$ cat config.mk
export PLATFORM = sky130hd
export DESIGN_NAME = multicycle_control
export DESIGN_NICKNAME = d
export VERILOG_FILES = /design/src/rtl/multicycle_control.sv
export SDC_FILE = /design/constraint.sdc
export NUM_CORES = 1
export LEC_CHECK = 0
export BUFFER_PORTS_ARGS = -buffer_cell sky130_fd_sc_hd__buf_2
export CORE_MARGIN = 4
export CORE_UTILIZATION = 40
export DETAILED_ROUTE_END_ITERATION = 8
export GPL_TIMING_DRIVEN = 0
export PLACE_DENSITY = 0.67
export SETUP_SLACK_MARGIN = 0.5
export SLEW_MARGIN = 10
export SYNTH_ARGS = -nofsm -noshare
export SYNTH_HDL_FRONTEND = slang
export SYNTH_SLANG_ARGS = --single-unit
$ cat constraint.sdc
create_clock -name clk -period 2.2 [get_ports clk]
set_input_delay 0.33 -clock clk [delete_from_list [all_inputs] [get_ports clk]]
set_output_delay 0.33 -clock clk [all_outputs]
set_load 0.02 [all_outputs]
$ cat src/rtl/multicycle_control.sv
// Multi-cycle control FSM: fetch/decode/exec/mem/wb with a bounded mem_ready wait, trap on illegal opcode or timeout.
// Latency 4 cycles (5 for lw) with immediate mem_ready; a stalled memory holds the FSM in FETCH/MEM until ready or TIMEOUT.
module multicycle_control #(
    parameter int OP_W    = 6,
    parameter int ALUOP_W = 2,
    parameter int TIMEOUT = 15,
    parameter int CNT_W   = 16
) (
    input  logic               clk,
    input  logic               rst_n,
    input  logic               run,
    input  logic [OP_W-1:0]    opcode,
    input  logic               mem_ready,
    input  logic               clear_trap,
    output logic               pc_write,
    output logic               ir_write,
    output logic               mem_read,
    output logic               mem_write,
    output logic               reg_write,
    output logic               reg_dst,
    output logic               alu_src,
    output logic               mem_to_reg,
    output logic [ALUOP_W-1:0] alu_op,
    output logic               instr_done,
    output logic               trap,
    output logic [1:0]         trap_cause,
    output logic [CNT_W-1:0]   retired
);

    localparam int WC_W = $clog2(TIMEOUT + 1);
    localparam logic [WC_W-1:0] TO_CNT = WC_W'(TIMEOUT);

    localparam logic [OP_W-1:0] OP_R    = OP_W'(6'b000000);
    localparam logic [OP_W-1:0] OP_SW   = OP_W'(6'b010000);
    localparam logic [OP_W-1:0] OP_LW   = OP_W'(6'b010001);
    localparam logic [OP_W-1:0] OP_ADDI = OP_W'(6'b001100);
    localparam logic [OP_W-1:0] OP_SUBI = OP_W'(6'b001101);

    localparam logic [ALUOP_W-1:0] ALU_ADD  = ALUOP_W'(0);
    localparam logic [ALUOP_W-1:0] ALU_SUB  = ALUOP_W'(1);
    localparam logic [ALUOP_W-1:0] ALU_R    = ALUOP_W'(2);
    localparam logic [ALUOP_W-1:0] ALU_NONE = ALUOP_W'(3);

    typedef enum logic [2:0] {
        S_IDLE, S_FETCH, S_DECODE, S_EXEC, S_MEM, S_WB, S_TRAP
    } state_t;

    state_t            state;
    state_t            state_nxt;
    logic [OP_W-1:0]   op_q;
    logic [WC_W-1:0]   wait_cnt;
    logic [1:0]        cause_nxt;
    logic              op_ok;
    logic              timed_out;
    logic              is_r, is_lw, is_sw, is_subi;

    // Legality is judged on the live opcode (DECODE); everything after uses the latched copy.
    assign op_ok = (opcode == OP_R) || (opcode == OP_SW) || (opcode == OP_LW) ||
                   (opcode == OP_ADDI) || (opcode == OP_SUBI);

    assign is_r    = (op_q == OP_R);
    assign is_lw   = (op_q == OP_LW);
    assign is_sw   = (op_q == OP_SW);
    assign is_subi = (op_q == OP_SUBI);

    // A ready arriving on the terminal count still completes the access.
    assign timed_out = (wait_cnt == TO_CNT) && !mem_ready;

    always_comb begin
        state_nxt  = state;
        cause_nxt  = trap_cause;
        pc_write   = 1'b0;
        ir_write   = 1'b0;
        mem_read   = 1'b0;
        mem_write  = 1'b0;
        reg_write  = 1'b0;
        reg_dst    = 1'b0;
        alu_src    = 1'b0;
        mem_to_reg = 1'b0;
        alu_op     = ALU_NONE;
        instr_done = 1'b0;
        trap       = 1'b0;

        if (state == S_EXEC || state == S_MEM || state == S_WB) begin
            if (is_r)
                alu_op = ALU_R;
            else if (is_subi)
                alu_op = ALU_SUB;
            else
                alu_op = ALU_ADD;
            alu_src = !is_r;
        end

        case (state)
            S_IDLE: begin
                if (run)
                    state_nxt = S_FETCH;
            end
            S_FETCH: begin
                mem_read = 1'b1;
                ir_write = mem_ready;
                pc_write = mem_ready;
                if (mem_ready) begin
                    state_nxt = S_DECODE;
                end else if (timed_out) begin
                    state_nxt = S_TRAP;
                    cause_nxt = 2'd2;
                end
            end
            S_DECODE: begin
                if (op_ok) begin
                    state_nxt = S_EXEC;
                end else begin
                    state_nxt = S_TRAP;
                    cause_nxt = 2'd1;
                end
            end
            S_EXEC: begin
                state_nxt = (is_lw || is_sw) ? S_MEM : S_WB;
            end
            S_MEM: begin
                mem_read  = is_lw;
                mem_write = is_sw;
                if (mem_ready) begin
                    if (is_lw) begin
                        state_nxt = S_WB;
                    end else begin
                        instr_done = 1'b1;
                        state_nxt  = run ? S_FETCH : S_IDLE;
                    end
                end else if (timed_out) begin
                    state_nxt = S_TRAP;
                    cause_nxt = 2'd2;
                end
            end
            S_WB: begin
                reg_write  = 1'b1;
                reg_dst    = is_r;
                mem_to_reg = is_lw;
                instr_done = 1'b1;
                state_nxt  = run ? S_FETCH : S_IDLE;
            end
            S_TRAP: begin
                trap = 1'b1;
                if (clear_trap) begin
                    state_nxt = S_IDLE;
                    cause_nxt = 2'd0;
                end
            end
            default: state_nxt = S_IDLE;
        endcase
    end

    always_ff @(posedge clk or negedge rst_n) begin
        if (!rst_n) begin
            state      <= S_IDLE;
            op_q       <= '0;
            wait_cnt   <= '0;
            trap_cause <= 2'd0;
            retired    <= '0;
        end else begin
            state      <= state_nxt;
            trap_cause <= cause_nxt;
            if (state == S_DECODE)
                op_q <= opcode;
            // Any state change restarts the count, so each FETCH/MEM visit begins at zero.
            if (state_nxt != state || !(state == S_FETCH || state == S_MEM))
                wait_cnt <= '0;
            else
                wait_cnt <= wait_cnt + 1'b1;
            if (instr_done)
                retired <= retired + 1'b1;
        end
    end

endmodule

==> flow_metrics.env <==
export IMPL_syn_to_final_growth_pct=37.7
export IMPL_skew_ns=0.00565
export IMPL_hold_viol=0
export IMPL_drv_slew=0
export IMPL_via_per_inst=5.31
export IMPL_synth_area_per_cell_sq_um=10.3
export IMPL_die_x_um=72.9
export IMPL_critPathKind="reg -> out"
export IMPL_cts_sinks=31
export IMPL_initial_core_util_pct=41.8
export IMPL_fin_cells=270
export IMPL_synth_edf_count=0
export IMPL_timing_final_crit_period_ns=1.99
export IMPL_critical_path_slowest_cell="dfrtp_1"
export IMPL_cts_max_level=2
export IMPL_diodes=0
export IMPL_power_density_nw_per_um2=1220
export IMPL_port_buffers=40
export IMPL_clockRootBuffer="clkbuf_8"
export IMPL_drt_iter0_markers=81
export IMPL_outcome="finished clean"
export IMPL_maxSlewHeadroom_pct=54.1
export IMPL_min_period_over_period_pct=90.4
export IMPL_place_congestion=0.794
export IMPL_final_cell_mix="33 x buf_2, 31 x dfrtp_1, 13 x buf_6"
export IMPL_drc=0
export IMPL_grtUsageTotal_pct=15.4
export IMPL_cp_data_arrival_time_ns=1.66
export IMPL_rows=23
export IMPL_path_delay_family="simple AND/OR/NAND/NOR gates"
export IMPL_synth_ff_type="dfrtp_1"
export IMPL_numCtsBuffers=5
export IMPL_required_ns=1.87
export IMPL_die_h_um=72.9
export IMPL_cts_tree="built"
export IMPL_fillers=341
export IMPL_crit_top_cell="buf_4"
export IMPL_hold_class="in -> async"
export IMPL_wl_per_cell_um=14.4
export IMPL_grt_pass1_wl_mm=6.42
export IMPL_antenna_found_initial=0
export IMPL_cap_violations=0
export IMPL_setup_slack_ns=0.211
export IMPL_clk_latency_ns=0.28
export IMPL_clkTransAtPathRegs_ns=0.07
export IMPL_grt_ovfl_total=0
export IMPL_yosysSeqAreaShare_pct=46.1
export IMPL_grt_max_degree=32
export IMPL_slowest_delay_ns=0.42
export IMPL_start_kind="flop"
export IMPL_dp_cells=253
export IMPL_yosys_warnings=0
export IMPL_first_pass_iters=4
export IMPL_die_area_sq_um=5310
export IMPL_syn_inst=163
export IMPL_io_pins=41
export IMPL_tightest_slew_ns=0.689
export IMPL_cp_max_fo=3
export IMPL_synth_seq_cells=31
export IMPL_vdd_drop_max_uv=794
export IMPL_p_total_w=0.00282
export IMPL_netlist_area_sq_um=1680
export IMPL_leakagePower_nw=1.09
export IMPL_end_kind="output pin"
export IMPL_clockBufferDepth=2
export IMPL_drive_gt1_share_pct=45.0
export IMPL_core_sq_um=4030
export IMPL_cp_num_buf_inv=2
export IMPL_setup_viol_count_final=0
export IMPL_drt_antenna_violating_nets=0
export IMPL_rsz0062_at_grt="yes"
export IMPL_vias=1434
export IMPL_nets=232
export IMPL_async_reset_ff_share_pct=100
export IMPL_final_common_cell="buf_2"
export IMPL_detailed_place_hpwl_mm=2.63
export IMPL_grt_pass1_vias=1423
export IMPL_syn_nets=176
export IMPL_fmax_ghz=0.503
export IMPL_cp_cell_sequence="nor4_4 > buf_4 > and2_4 > a21oi_1 > nor2_1 > buf_4"
export IMPL_place_ws_ns=0.385
export IMPL_setup_tns_ns=0
export IMPL_finalWirelength_mm=3.88
export IMPL_ys_types=46
cells in the mapped netlist (all sizes together), types with 2 or more instances:
cell type	instances	share of area [%]
dfrtp	31	46
nor3	9	3.3
nor4	2	1.6
buf	6	3.2
and2	5	1.9
a21oi	3	1.1
mux2	7	4.9
xnor2	8	4.2
nor2	16	3.6
nand4	4	1.5
nand3b	2	0.89
nand2	12	2.7
ha	2	1.5
xor2	9	4.7
nand2b	2	0.74
o2111ai	3	1.6
inv	6	1.5
mux2i	2	1.2
nand3	7	2.1
and3	4	1.5
nor2b	2	0.89
nor3b	2	0.89
a31oi	2	1.1
o21ai	5	1.5
cell type report:
cell class	count	area (sq um)	area share (%)
buffer	6	63.8	2.75
clock buffer	6	82.6	3.56
clock inverter	2	35.0	1.51
inverter	6	27.5	1.19
multi-input combinational	120	947	40.9
sequential	31	776	33.5
tap	50	62.6	2.70
timing repair buffer	49	323	13.9
registers in the layout, summed over array words and instances (netlist names):
register	flops
op_q	6
wait_cnt	4
state	3
trap_cause	2
retired	16
layer usage:
layer / GRT usage (%) / up-vias / wire length (um)
li1: - / 691 / -
met1: 20.5 / 693 / 1760
met2: 23.7 / 45 / 1790
met3: 4.68 / 5 / 269
met4: 5.53 / 0 / 50
met5: 0 / - / 0
worst reg2reg max path, delay by kind of cell (launching register included):
kind            cells  cell delay, ns
simple gates        2            0.59
flops               1            0.42
buf+inv             3            0.35
mux                 1            0.28
compound gates      1            0.12
kinds of logic (layout without fill, tap and decap cells):
group / count (synthesis) / in the layout / share of synthesized area, %
compound gates: 23 / 23 / 10.3
xor+xnor: 17 / 17 / 8.85
fa+ha+maj: 2 / 2 / 1.49
buf+inv: 12 / 69 / 4.68
flops: 31 / 31 / 46.1
mux: 9 / 9 / 6.10
simple gates: 69 / 69 / 22.5
worst paths after layout:
kind / start / to / slack (ns) / cells past startpoint
worst max-delay path: op_q[1] / mem_read / 0.21 / 6
worst min-delay path: rst_n / op_q[0] / 0.08 / 1
worst max register to register: op_q[1] / retired[1] / 0.34 / 7
worst min register to register: wait_cnt[0] / wait_cnt[0] / 0.47 / 1
max in group asynchronous: rst_n / trap_cause[0] / 1.66 / 1
min in group clk: opcode[0] / op_q[0] / 0.29 / 2
metrics by stage:
| step | area [sq um] | utilization [%] | hold slack, ns |
|---|---|---|---|
| after CTS | 2200 | 54.6 | 0.110 |
| after floorplan | 1690 | - | 0.0344 |
| final | 2320 | 57.5 | 0.0825 |
| after detailed placement | 1950 | 48.5 | 0.417 |
| after global routing | 2320 | 57.5 | 0.143 |
| after global placement | 1950 | 48.5 | 0.418 |
report_power, final:
| part | internal (W) | leakage [nW] | switching (W) | total [W] |
|---|---|---|---|---|
| combinational | 0.000634 | 0.634 | 0.000696 | 0.00133 |
| sequential | 0.000715 | 0.391 | 0.000196 | 0.000910 |
| clock | 0.000366 | 0.0612 | 0.000210 | 0.000576 |
repair_timing:
item,in CTS,in global routing
hold buffers,0,0
resized for setup,23,23
pin swaps,5,7
buffers inserted,5,3
endpoints found under the setup margin,26,30
cloned,0,1
No activity file was read; power rests on OpenSTA's default activity.
